<file path="config.mk">
export PLATFORM = sky130hd
export DESIGN_NAME = display_value_sequencer
export DESIGN_NICKNAME = d
export VERILOG_FILES = /design/src/rtl/display_value_sequencer.sv
export SDC_FILE = /design/constraint.sdc
export NUM_CORES = 1
export LEC_CHECK = 0
export BUFFER_PORTS_ARGS = -buffer_cell sky130_fd_sc_hd__buf_4
export CAP_MARGIN = 15
export CELL_PAD_IN_SITES_DETAIL_PLACEMENT = 0
export CELL_PAD_IN_SITES_GLOBAL_PLACEMENT = 2
export CORE_MARGIN = 2
export CORE_UTILIZATION = 35
export CTS_BUF_LIST = sky130_fd_sc_hd__clkbuf_4 sky130_fd_sc_hd__clkbuf_8
export DETAILED_ROUTE_END_ITERATION = 12
export PLACE_DENSITY_LB_ADDON = 0.1
export SKIP_CTS_REPAIR_TIMING = 1
export SLEW_MARGIN = 20
export SYNTH_ARGS = -nofsm -noshare
export SYNTH_HDL_FRONTEND = slang
export SYNTH_SLANG_ARGS = --single-unit
export TNS_END_PERCENT = 50
</file>
<file path="constraint.sdc">
create_clock -name clk -period 1.5 [get_ports clk]
set_input_delay 0.3 -clock clk [delete_from_list [all_inputs] [get_ports clk]]
set_output_delay 0.3 -clock clk [all_outputs]
set_load 0.03 [all_outputs]
</file>
<file path="src/rtl/display_value_sequencer.sv">
// Display value sequencer: a small file of signed 8-bit registers, one of
// which is presented to a downstream decimal/sign display decoder.
// The shown index advances on a debounced-by-sync pushbutton press
// (manual mode) or on a periodic scroll tick (auto mode).
//
// Ports:
//   clk, rst        - single clock, synchronous active-high reset
//   wr_en/addr/data - processor write port into the register file
//   btn_next        - raw asynchronous pushbutton (active-high)
//   auto_mode       - slide switch, 1 = auto-scroll, 0 = manual
//   val             - registered copy of the selected register
//   sel_idx         - index of the register currently shown
//   new_flag        - selected register written since it was last selected
module display_value_sequencer #(
  parameter int NUM_REGS     = 8,
  parameter int SCROLL_TICKS = 50_000_000
) (
  input  logic                        clk,
  input  logic                        rst,
  input  logic                        wr_en,
  input  logic [$clog2(NUM_REGS)-1:0] wr_addr,
  input  logic [7:0]                  wr_data,
  input  logic                        btn_next,
  input  logic                        auto_mode,
  output logic [7:0]                  val,
  output logic [$clog2(NUM_REGS)-1:0] sel_idx,
  output logic                        new_flag
);

  localparam int AW = $clog2(NUM_REGS);
  localparam int CW = $clog2(SCROLL_TICKS);
  localparam logic [CW-1:0] TERM = CW'(SCROLL_TICKS - 1);

  typedef enum logic {
    ST_MANUAL = 1'b0,
    ST_AUTO   = 1'b1
  } state_e;

  state_e          state_q, state_d;
  logic            cnt_run, cnt_keep;
  logic [CW-1:0]   cnt_q, cnt_d;

  logic            sync1_q, sync2_q, prev_q;
  logic [1:0]      fill_q;
  logic            press, term, adv;

  logic [7:0]      regs_q [NUM_REGS];
  logic [7:0]      regs_d [NUM_REGS];
  logic [NUM_REGS-1:0] dirty_q, dirty_d;
  logic [AW-1:0]   sel_q, sel_d;
  logic [7:0]      val_q;
  logic            new_q;

  // ---------------------------------------------------------------------------
  // Button synchronizer and rising-edge detector.
  // fill_q tracks how far the two sync flops have refilled since reset. Until
  // sync2_q holds a genuine sample, prev_q is pinned high, so a button that is
  // already held when reset releases looks like "was high" rather than a fresh
  // 0->1 edge; it must be released and pressed again to register.
  // ---------------------------------------------------------------------------
  always_ff @(posedge clk) begin
    if (rst) begin
      sync1_q <= 1'b0;
      sync2_q <= 1'b0;
      fill_q  <= 2'b00;
      prev_q  <= 1'b1;
    end else begin
      sync1_q <= btn_next;
      sync2_q <= sync1_q;
      fill_q  <= {fill_q[0], 1'b1};
      prev_q  <= fill_q[1] ? sync2_q : 1'b1;
    end
  end

  assign press = sync2_q & ~prev_q;

  // ---------------------------------------------------------------------------
  // Mode FSM: state register / next-state / outputs.
  // ---------------------------------------------------------------------------
  always_ff @(posedge clk) begin
    if (rst) begin
      state_q <= ST_MANUAL;
    end else begin
      state_q <= state_d;
    end
  end

  always_comb begin
    state_d = state_q;
    case (state_q)
      ST_MANUAL: if (auto_mode)  state_d = ST_AUTO;
      ST_AUTO:   if (!auto_mode) state_d = ST_MANUAL;
      default:   state_d = ST_MANUAL;
    endcase
  end

  // cnt_run: the scroll counter is live this cycle.
  // cnt_keep: it stays live next cycle too; otherwise it is parked at 0, which
  // covers both holding in manual and starting from 0 on entry to auto.
  always_comb begin
    cnt_run  = 1'b0;
    cnt_keep = 1'b0;
    case (state_q)
      ST_AUTO: begin
        cnt_run  = 1'b1;
        cnt_keep = (state_d == ST_AUTO);
      end
      default: ;
    endcase
  end

  // ---------------------------------------------------------------------------
  // Scroll counter and advance. A press and a terminal count landing together
  // collapse into a single advance, and either one restarts the count.
  // ---------------------------------------------------------------------------
  assign term = cnt_run && (cnt_q == TERM);
  assign adv  = press | term;

  always_comb begin
    cnt_d = cnt_q + CW'(1);
    if (!cnt_keep || adv) begin
      cnt_d = '0;
    end
  end

  // NUM_REGS is a power of two, so the natural AW-bit wrap is the required
  // NUM_REGS-1 -> 0 wrap.
  assign sel_d = adv ? sel_q + AW'(1) : sel_q;

  // ---------------------------------------------------------------------------
  // Register file and dirty bits. The advance clear is applied after the write
  // set, so a write and an advance onto the same index leave it clean.
  // ---------------------------------------------------------------------------
  always_comb begin
    regs_d  = regs_q;
    dirty_d = dirty_q;
    if (wr_en) begin
      regs_d[wr_addr]  = wr_data;
      dirty_d[wr_addr] = 1'b1;
    end
    if (adv) begin
      dirty_d[sel_d] = 1'b0;
    end
  end

  always_ff @(posedge clk) begin
    if (rst) begin
      for (int i = 0; i < NUM_REGS; i++) begin
        regs_q[i] <= '0;
      end
      dirty_q <= '0;
      sel_q   <= '0;
      cnt_q   <= '0;
      val_q   <= '0;
      new_q   <= 1'b0;
    end else begin
      regs_q  <= regs_d;
      dirty_q <= dirty_d;
      sel_q   <= sel_d;
      cnt_q   <= cnt_d;
      // Output stage reads the current state, giving one cycle of latency
      // from any selection or register change.
      val_q   <= regs_q[sel_q];
      new_q   <= dirty_q[sel_q];
    end
  end

  assign val      = val_q;
  assign sel_idx  = sel_q;
  assign new_flag = new_q;

endmodule
</file>
## Word level (Yosys, flattened, before mapping)

Cells that the tools add are included.

| word-level totals | value |
|---|---|
| flip-flop bits (word level) | 116 |
| logic and storage cells | 66 |
| output and inout bits | 12 |
| input port bits | 16 |

| cells by class | value |
|---|---|
| reductions and logical operators | 8 |
| equal/unequal tests | 1 |
| order comparisons | 8 |
| $add $sub $neg | 2 |
| mux-type cells | 19 |
| bitwise operators | 9 |

Operator list:

| cell | number |
|---|---|
| bitwise mux 64 bit | 1 |
| two-way mux 8 bit | 5 |
| adder 26 x 1 -> 26 bit, second input constant | 1 |
| equality test 26 bit, second input constant | 1 |
| binary-select mux 8 bit (select 3 bit) | 1 |
| demux 8 bit (select 3 bit) | 1 |
| less-than comparator 3 x 4 -> 1 bit, second input constant | 3 |
| AND 8 bit | 1 |
| greater-or-equal comparator 4 bit, second input constant | 2 |
| inverter 3 -> 4 bit | 2 |
| inverter 8 bit | 1 |
| OR 8 bit | 1 |
| two-way mux 1 bit | 7 |
| demux 1 bit (select 3 bit) | 2 |
| greater-or-equal comparator 3 x 1 -> 1 bit, second input constant | 2 |
| logical AND 1 bit | 4 |
| less-than comparator 4 x 1 -> 1 bit, second input constant | 1 |
| OR reduction 2 bit | 2 |
| adder 3 x 1 -> 3 bit, second input constant | 1 |
| binary-select mux 1 bit (select 3 bit) | 1 |
| two-way mux 3 bit | 1 |
| inverter 1 bit | 2 |
| AND 1 bit | 1 |
| logical NOT 1 bit | 1 |
| other kinds (2) | 2 |

## Longest topological paths before layout

Gate-level depths: netlist of the first run.

| depth | value |
|---|---|
| depth in word-level cells | 11 |
| depth in mapped cells | 7 |
| depth with buffers taken out | 6 |

## Worst setup path before layout of the first run

OpenSTA, ideal clock, no wires.

| timing path | value |
|---|---|
| path type | register to register |
| start point | reg sel_q[0], in the netlist sel_idx[0] |
| end point | reg val_q[3], in the netlist val[3] |
| setup time | 0.128 ns |
| required time | 1.372 ns |
| cell stages (with the launch flop) | 6 |
| data arrival time | 1.855 ns |
| period minus slack after synthesis | 1.982 ns |
| path buffers | 2 |
| setup slack | -0.482 ns |
| path through | dfxtp_1 -> buf_2 -> buf_1 -> mux4_2 -> mux2i_1 -> nor2_1 |

| on the way | value |
|---|---|
| word-level cells in the longest chain between the ends | 4 |

Ends and longest elaborated chain:

| what | RTL line | RTL |
|---|---|---|
| from (decl) | 50 | `logic [AW-1:0] sel_q, sel_d;` |
| from (signal assigned) | 159 | `sel_q <= sel_d;` |
| inverter 3 -> 4 bit (implied by the code) | 163 | `val_q <= regs_q[sel_q];` |
| binary-select mux 8 bit (select 3 bit) | 163 |  |
| two-way mux 8 bit (implied by the code) (2 in series) | 163 |  |
| to (signal assigned) | 163 |  |
| to (decl) | 51 | `logic [7:0] val_q;` |

No other way between the ends. The select of a mux whose other input is x is not followed.
A chain may end at the register's enable or synchronous reset.

## Final worst setup path of the first run

| timing path | value |
|---|---|
| start point | reg cnt_q[1] |
| end point | reg sel_q[2], in the netlist sel_idx[2] |

| on the way | value |
|---|---|
| word-level cells in the longest chain between the ends | 4 |

Ends and longest elaborated chain:

| what | RTL line | RTL |
|---|---|---|
| from (decl) | 41 | `logic [CW-1:0] cnt_q, cnt_d;` |
| from (signal assigned) | 160 | `cnt_q <= cnt_d;` |
| equality test 26 bit | 116 | `assign term = cnt_run && (cnt_q == TERM);` |
| logical AND 1 bit | 116 |  |
| OR 1 bit | 117 | `assign adv = press \| term;` |
| two-way mux 3 bit | 128 | `assign sel_d = adv ? sel_q + AW'(1) : sel_q;` |

No other way between the ends.

==> impl_metrics.yaml, run 1 <==
outcome:
  status: "finished with violations"
  failed_checks: "setup timing"
clock_network:
  clock_sinks: 116
  cts.clk_slew.worst_paths_ns: 0.07
  root_buffer: "clkbuf_8"
  cts_buffers: 17
  cts_tree: "done"
  clock_path_buffers: 2
  cts_htree_levels: 4
  clk_latency_ns: 0.44
cells_and_area:
  finish.utilization: 0.456
  area_delta_synth_final_pct: 26.5
  antennaDiodeCount: 0
  fill_cells: 1314
  nNetsFinal: 633
  layout-drive-gt1-share: 0.254
worst_setup_path:
  critical_path_arrival_ns: 2.00
  cp_max_fo: 5
  cp-start-kind: "flip-flop"
  critPathBufInv: 0
  endpoint_kind: "flip-flop"
  crit_family: "simple AND/OR/NAND/NOR gates"
  critical_path_required_ns: 1.87
  critical_path_depth: 6
  timing.rr.start: "cnt_q[1]"
  slowest_delay_ns: 0.35
  path_class: "flip-flop to flip-flop"
  critPathSlowestCell: "dfxtp_2"
  crit_chain: "ha_4, and4_4, nand4_1, o21a_2, or3_4, a21oi_2"
  startpoint: "cnt_q[1]"
  rr_worst_depth: 6
power:
  p_leak_nw: 2.21
  p_total_mw: 6.16
  powerDensity_nw_per_um2: 1020
  ir_worst_vdd_mv: 0.580
synthesis:
  synth_compound_area_frac: 0.0912
  syn_area_um2: 4790
  synthMuxAreaShare: 0.106
  synthCells: 541
  yosysSeqAreaShare: 0.485
  synth-xor-area-share: 0.0439
  synthAdderAreaFrac: 0.00522
  synthesis.nets: 559
  ys_seq_elements: 116
  synth.distinct_cells: 37
  synthSimpleGateAreaFrac: 0.241
  yosysWarningCount: 0
  synth_top_family_by_area: "simple AND/OR/NAND/NOR gates"
  synth.avg_cell_area_um2: 8.85
placement:
  portBuffers: 27
  hpwl_um: 8630
  place_congestion: 0.741
sta:
  final.setup.tns_ns: -2.67
  rsz0062_at_grt: "yes"
  setup_viol: 39
  max_freq_mhz: 617
  worst_slack_ns: -0.120
  finalMaxSlewViolations: 0
  layout_min_cycle_time_ns: 1.62
  period_share: 1.08
  tightest_slew_ns: 0.416
  fin_skew_ns: 0.0136
  hold_violations: 0
  relSlewSlack: 0.722
floorplanning:
  row_count: 42
  pin_count: 28
  core_um2: 13300
  die_w_um: 121
  die_area_um2: 14600
  die_y_um: 121
  start_util: 0.360
worst_hold_path:
  hp-start: "btn_next"
  min_path_cells: 2
  min_path_type: "input port to flip-flop"
global_route:
  grt_pass1_wl_um: 20800
  antenna_found_initial: 0
  globalRouteTotalUtil: 0.191
  grt-ovfl-total: 0
  grt_max_degree: 83
  grt_pass1_vias: 3764
detailed_routing:
  first_pass_iters: 5
  detail-route-antenna-nets: 0
  vias: 3934
  first_iter_violations: 247
  post_drt_wl_per_cell_um: 16.2
  via_per_inst: 4.91
  drc: 0
  drt-total-wl_um: 13000
job:
  cap_violations: 0
metrics by stage:
| stage | hold WS [ns] | cell area [um^2] | cells | setup slack (ns) |
|---|---|---|---|---|
| finish | 0.0750 | 6060 | 801 | -0.120 |
| floorplan | 0.343 | 4850 | 541 | -0.0569 |
| CTS | 0.0442 | 6010 | 801 | -0.170 |
| global route | 0.0545 | 6060 | 801 | -0.204 |
| detailed placement | 0.354 | 5650 | 772 | -0.166 |
| global placement | 0.354 | 5650 | 772 | -0.149 |
kinds of logic (layout without fill, tap and decap cells):
logic type	Yosys count	count (layout)
xor gates and xnor gates	24	24
DFF	116	116
AOI/OAI and AO/OA	85	85
and+or+nand+nor	252	252
buffers and inverters	34	118
adders and majority gates	2	2
muxes	28	28
layout make-up:
type	instances	area, um^2	share of cell area
multi-input cells	391	2380	0.394
repair buffers	85	737	0.122
clock buffers	24	312	0.0514
flip-flops and latches	116	2340	0.386
inverters	4	15.0	0.00248
well taps	176	220	0.0364
clock inverters	5	51.3	0.00847
power breakdown:
part	leakage, nW	total [mW]	internal (mW)	switching, mW
Sequential	0.944	3.16	3.13	0.0274
Combinational	1.07	0.319	0.124	0.195
Clock	0.195	2.68	1.51	1.18
Total	2.21	6.16	4.76	1.40
per-layer routing:
layer	up-vias	GRT usage	routed length [um]
met1	1873	0.278	6650
met3	8	0.0475	518
met2	73	0.272	5680
met4	0	0.0698	117
met5	-	0	0
li1	1980	-	-
cell usage in the layout (no fill, tap or decap), drive strengths merged, types with 2 or more instances in the layout:
| master | Yosys | final |
|---|---|---|
| nand2 | 143 | 143 |
| dfxtp | 116 | 116 |
| buf | 16 | 85 |
| a21oi | 71 | 71 |
| nor2 | 47 | 47 |
| clkbuf | 14 | 24 |
| xor2 | 19 | 19 |
| mux4 | 18 | 18 |
| nand3 | 16 | 16 |
| nor2b | 10 | 10 |
| mux2i | 10 | 10 |
| o21ai | 9 | 9 |
| nand4 | 9 | 9 |
| and3 | 7 | 7 |
| xnor2 | 5 | 5 |
| inv | 4 | 5 |
| nand2b | 4 | 4 |
| clkinv | 0 | 3 |
| and4 | 3 | 3 |
| nor4 | 3 | 3 |
| a31oi | 2 | 2 |
| nor3 | 2 | 2 |
| or2 | 2 | 2 |
| or3 | 2 | 2 |
| ha | 2 | 2 |
sequential cells by signal (all words and copies together) (netlist names), 2 cells and up:
register,cells
val,8
dirty_q,8
fill_q,2
sel_idx,3
cnt_q,26
regs_q,64
synth_stat cells:
| cell | count | area, um^2 |
|---|---|---|
| a31oi_1 | 2 | 12.5 |
| nor3b_1 | 1 | 7.51 |
| and4_2 | 1 | 10.0 |
| or4_1 | 1 | 7.51 |
| nor2_1 | 47 | 176 |
| nand4_1 | 8 | 50.1 |
| xor2_1 | 19 | 166 |
| and3_1 | 7 | 43.8 |
| nand2b_1 | 4 | 25.0 |
| nor4_4 | 2 | 42.5 |
| mux4_2 | 18 | 405 |
| and2_1 | 1 | 6.26 |
| o21a_1 | 1 | 7.51 |
| buf_2 | 5 | 25.0 |
| nor3_1 | 2 | 10.0 |
| inv_1 | 4 | 15.0 |
| nor4_1 | 1 | 6.26 |
| clkbuf_1 | 14 | 52.6 |
| and4_1 | 2 | 17.5 |
| nand4_4 | 1 | 21.3 |
| nand3_2 | 1 | 10.0 |
| a21oi_1 | 71 | 355 |
| or3_1 | 2 | 12.5 |
| mux2i_1 | 10 | 100 |
| or2_2 | 2 | 12.5 |
| ha_1 | 2 | 25.0 |
| nand3_1 | 14 | 70.1 |
| nand3_4 | 1 | 17.5 |
| nor2b_1 | 10 | 62.6 |
| nand2_1 | 143 | 537 |
| buf_1 | 11 | 41.3 |
| a211oi_1 | 1 | 7.51 |
| dfxtp_1 | 116 | 2320 |
| o2111ai_1 | 1 | 8.76 |
| o21ai_0 | 9 | 45.0 |
| xnor2_1 | 5 | 43.8 |
| nor4bb_1 | 1 | 10.0 |
path summary, 6_finish.rpt:
check | end | slack (ns)
max | sel_idx[2] | -0.12
min | sync1_q | 0.08
max reg2reg | sel_idx[2] | -0.12
min reg2reg | prev_q | 0.36
Note: power is estimated with default switching activity, not from simulation.
==> inputs of run 2 (changes only) <==
Settings changed: CORE_MARGIN 2 to default.
==> run 2 against run 1 <==
The run still ends with setup timing left. Hold slack lost 0.00097 ns. Critical path depth is the same. Sequential share of layout area is 0.24 points lower. Design area is 1.0% higher. Cell count grew 0.50%. Total power increased by 3.0%. Combinational power up 2%. Sequential cell count unchanged. Wire length up 2.0%. Core utilization increased by 0.46 points. Clock skew down 0.0042 ns. Critical endpoint unchanged.
==> impl_metrics.yaml, run 2 (synthesized netlist as in run 1, its figures left out) <==
outcome:
  status: "finished with violations"
  failed_checks: "setup timing"
detailed_routing:
  first_pass_iters: 4
  detail-route-antenna-nets: 0
  vias: 3943
  via_per_inst: 4.90
  drt-total-wl_um: 13200
  drc: 0
  first_iter_violations: 292
  post_drt_wl_per_cell_um: 16.4
worst_hold_path:
  min_path_type: "input port to flip-flop"
  min_path_cells: 2
floorplanning:
  row_count: 42
  die_w_um: 119
  start_util: 0.360
  core_um2: 13300
  die_area_um2: 14200
  die_y_um: 119
  pin_count: 28
worst_setup_path:
  reg2reg_to: "sel_idx[2]"
  endpoint_kind: "flip-flop"
  worst-r2r-setup-slack_ns: -0.13
  cp_max_fo: 4
  critical_path_required_ns: 1.86
  rr_worst_depth: 6
  cp-start-kind: "flip-flop"
  critical_path_arrival_ns: 1.98
  timing.rr.start: "cnt_q[0]"
  startpoint: "cnt_q[0]"
  path_class: "flip-flop to flip-flop"
  critical_path.endpoint: "sel_idx[2]"
cells_and_area:
  antennaDiodeCount: 0
  fin_cells: 805
  largest_reg_flops: 64
  fill_cells: 1277
  multi_input_area_um2: 2380
  reg_top3: "regs_q (64), cnt_q (26)"
  regArea_um2: 2350
  layout-drive-gt1-share: 0.261
  stdcell_area_um2: 6120
  finish.utilization: 0.460
  area_delta_synth_final_pct: 27.7
  final_common_cell: "nand2_1"
  final_cell_mix: "nand2_1, dfxtp_1, buf_4, a21oi_1, nor2_1"
  nNetsFinal: 637
  top_register: "regs_q"
power:
  p_total_mw: 6.35
  powerDensity_nw_per_um2: 1040
  ir_worst_vdd_mv: 0.497
  p_leak_nw: 2.25
sta:
  layout_min_cycle_time_ns: 1.63
  finalMaxSlewViolations: 0
  fin_skew_ns: 0.00934
  setup_viol: 34
  max_freq_mhz: 614
  hold_violations: 0
  period_share: 1.09
  rsz0062_at_grt: "yes"
  worst_slack_ns: -0.129
  tightest_slew_ns: 0.425
  relSlewSlack: 0.716
placement:
  portBuffers: 27
  hpwl_um: 8590
  place_ws_ns: -0.120
  placedInstanceArea_um2: 5640
  place_congestion: 0.774
  placedCellCount: 774
global_route:
  grt_max_degree: 83
  grt_pass1_wl_um: 21100
  antenna_found_initial: 0
  globalRouteTotalUtil: 0.201
  grt-ovfl-total: 0
  grt_pass1_vias: 3864
clock_network:
  cts_htree_levels: 4
  clock_sinks: 116
  root_buffer: "clkbuf_8"
  clock_path_buffers: 2
  cts_buffers: 17
  clk_latency_ns: 0.44
  cts_tree: "done"
  cts.clk_slew.worst_paths_ns: 0.07
job:
  cap_violations: 0
-- run 2: changes by cell type in the layout (fill, tap and decap cells not counted), moves of 2 or more --
cell / previous run / this run
buf_4: 76 / 78
dfxtp_4: 2 / 4
dfxtp_1: 108 / 105
buf_12: 7 / 5
buf_6: 1 / 4
-- run 2: how the worst min path moves through the flow --
stage	from	end
after floorplan	fill_q[1]	prev_q
after global placement	fill_q[1]	prev_q
after detailed placement	fill_q[1]	prev_q
after CTS	btn_next	sync1_q
after global routing	btn_next	sync1_q
final	btn_next	sync1_q
-- run 2: through the flow --
| step | setup TNS [ns] | hold WS (ns) |
|---|---|---|
| after global routing | -5.11 | 0.0522 |
| after detailed placement | -3.39 | 0.361 |
| after CTS | -3.97 | 0.0527 |
| after global placement | -2.82 | 0.356 |
| final | -2.74 | 0.0741 |
| after floorplan | -0.475 | 0.343 |
-- run 2: layout make-up --
type	count	area share
Tap cell	176	0.0360
Clock inverter	5	0.0123
Timing Repair Buffer	89	0.126
Inverter	4	0.00245
Clock buffer	24	0.0509
Multi-Input combinational cell	391	0.389
Sequential cell	116	0.383
-- run 2: per-layer routing --
metal	vias up	global-route usage	routed length, um
met4	0	0.0728	241
met3	18	0.0565	773
met5	-	0	0
met1	1849	0.293	6680
met2	92	0.281	5530
li1	1984	-	-
-- run 2: critical path, stage by stage (launching register included) --
cell	delay, ns
dfxtp_2	0.35
ha_4	0.13
and4_4	0.24
nand4_1	0.13
o21a_2	0.26
or3_1	0.31
a21oi_1	0.12
-- run 2: where the power goes --
part | switching, mW | total, mW | internal [mW]
combinational | 0.198 | 0.324 | 0.126
sequential | 0.0251 | 3.15 | 3.13
clock | 1.20 | 2.87 | 1.67
total | 1.42 | 6.35 | 4.93
==> inputs of run 3 (changes only) <==
--- a/config.mk
+++ b/config.mk
@@ -10,7 +10,9 @@
 export CELL_PAD_IN_SITES_DETAIL_PLACEMENT = 0
 export CELL_PAD_IN_SITES_GLOBAL_PLACEMENT = 2
+export CORE_MARGIN = 3
 export CORE_UTILIZATION = 35
 export CTS_BUF_LIST = sky130_fd_sc_hd__clkbuf_4 sky130_fd_sc_hd__clkbuf_8
 export DETAILED_ROUTE_END_ITERATION = 12
+export HOLD_SLACK_MARGIN = 0.15
 export PLACE_DENSITY_LB_ADDON = 0.1
 export SKIP_CTS_REPAIR_TIMING = 1
==> constraint.sdc (replaced) <==
create_clock -name clk -period 1.5 [get_ports clk]
set_input_delay 0.375 -clock clk [delete_from_list [all_inputs] [get_ports clk]]
set_output_delay 0.375 -clock clk [all_outputs]
set_load 0.03 [all_outputs]
==> run 3 against run 2 <==
The flow still finishes with violations (setup timing). Sequential cell count did not move. Wire length is 1.0% higher. Via count up 4.0%. Clock power increased by 12%. Critical endpoint unchanged.
==> impl_metrics.yaml, run 3 (synthesized netlist as in run 1, its figures left out) <==
sta:
  layout_min_cycle_time_ns: 1.62
  worst_slack_ns: -0.121
  finalMaxSlewViolations: 0
  setup_viol: 34
  hold_violations: 0
  final.setup.tns_ns: -2.78
  tightest_slew_ns: 0.387
  rsz0062_at_grt: "yes"
  period_share: 1.08
  relSlewSlack: 0.742
  fin_skew_ns: 0.00990
  max_freq_mhz: 617
detailed_routing:
  post_drt_wl_per_cell_um: 16.2
  via_per_inst: 4.97
  drc: 0
  detail-route-antenna-nets: 0
  vias: 4100
  first_pass_iters: 4
  first_iter_violations: 197
  drt-total-wl_um: 13400
power:
  p_leak_nw: 2.35
  ir_worst_vdd_mv: 0.386
  powerDensity_nw_per_um2: 1060
floorplanning:
  die_area_um2: 15100
  row_count: 42
  pin_count: 28
  die_w_um: 123
  start_util: 0.360
  core_um2: 13300
  die_y_um: 123
cells_and_area:
  regArea_um2: 2340
  antennaDiodeCount: 0
  multi_input_area_um2: 2370
  final_cell_mix: "nand2_1, dfxtp_1, buf_4, a21oi_1, nor2_1"
  area_delta_synth_final_pct: 31.7
  reg_top3: "regs_q (64), cnt_q (26)"
  nNetsFinal: 654
  stdcell_area_um2: 6310
  fill_cells: 1290
  layout-drive-gt1-share: 0.274
  final_common_cell: "nand2_1"
  largest_reg_flops: 64
  fin_cells: 825
  top_register: "regs_q"
clock_network:
  cts_buffers: 17
  root_buffer: "clkbuf_8"
  cts_htree_levels: 4
  clk_latency_ns: 0.44
  clock_sinks: 116
  clock_path_buffers: 2
  cts.clk_slew.worst_paths_ns: 0.07
  cts_tree: "done"
placement:
  place_ws_ns: -0.140
  hpwl_um: 8910
  placedInstanceArea_um2: 5670
  portBuffers: 27
  place_congestion: 0.761
  placedCellCount: 782
global_route:
  grt_pass1_vias: 3803
  globalRouteTotalUtil: 0.186
  grt_pass1_wl_um: 20800
  grt_max_degree: 83
  antenna_found_initial: 0
  grt-ovfl-total: 0
worst_setup_path:
  worst-r2r-setup-slack_ns: -0.12
  rr_worst_depth: 6
  cp-start-kind: "flip-flop"
  reg2reg_to: "sel_idx[2]"
  critical_path.endpoint: "sel_idx[2]"
  critical_path_required_ns: 1.87
  startpoint: "cnt_q[1]"
  path_class: "flip-flop to flip-flop"
  timing.rr.start: "cnt_q[1]"
  critical_path_arrival_ns: 1.99
  cp_max_fo: 5
  endpoint_kind: "flip-flop"
outcome:
  failed_checks: "setup timing"
  status: "finished with violations"
worst_hold_path:
  min_path_cells: 2
  min_path_type: "input port to flip-flop"
job:
  cap_violations: 0
==> run 3: how the worst min path moves through the flow <==
stage | start | endpoint | slack (ns)
after floorplan | fill_q[1] | prev_q | 0.34
after global placement | fill_q[1] | prev_q | 0.35
after detailed placement | fill_q[1] | prev_q | 0.36
after CTS | btn_next | sync1_q | 0.14
after global routing | rst | state_q | 0.16
final | rst | state_q | 0.17
==> run 3: worst max-delay path: stages, from the launching register on <==
cell and delay, ns:
dfxtp_2 0.35, ha_4 0.13, and4_4 0.24, nand4_1 0.13, o21a_2 0.27, or3_1 0.31
a21oi_1 0.12
==> run 3: final cells by class <==
type | count | share of cell area
Multi-Input combinational cell | 391 | 0.376
Sequential cell | 116 | 0.371
Clock inverter | 10 | 0.0242
Clock buffer | 22 | 0.0460
Timing Repair Buffer | 106 | 0.145
Tap cell | 176 | 0.0349
Inverter | 4 | 0.00238
==> run 3: metrics by stage <==
stage               power, mW   util  hold slack [ns]
floorplan                3.41      -            0.343
global placement         3.55  0.427            0.349
detailed placement       3.55  0.427            0.361
CTS                      6.79  0.460            0.144
global route             6.97  0.474            0.162
finish                   6.71  0.474            0.174
==> run 3: per-layer routing <==
metal / wire (um) / up-vias / track usage / part of all wire
li1: - / 2024 / - / -
met1: 6700 / 1972 / 0.276 / 0.50
met2: 5750 / 89 / 0.261 / 0.43
met3: 745 / 15 / 0.0471 / 0.056
met4: 174 / 0 / 0.0644 / 0.013
met5: 0 / - / 0 / 0
==> run 3: power breakdown <==
group          leakage, nW  internal (mW)  total (mW)  switching [mW]
clock network        0.229           1.97        3.22            1.25
logic                 1.18          0.135       0.335           0.200
registers            0.945           3.13        3.15          0.0257
total                 2.35           5.23        6.71            1.48
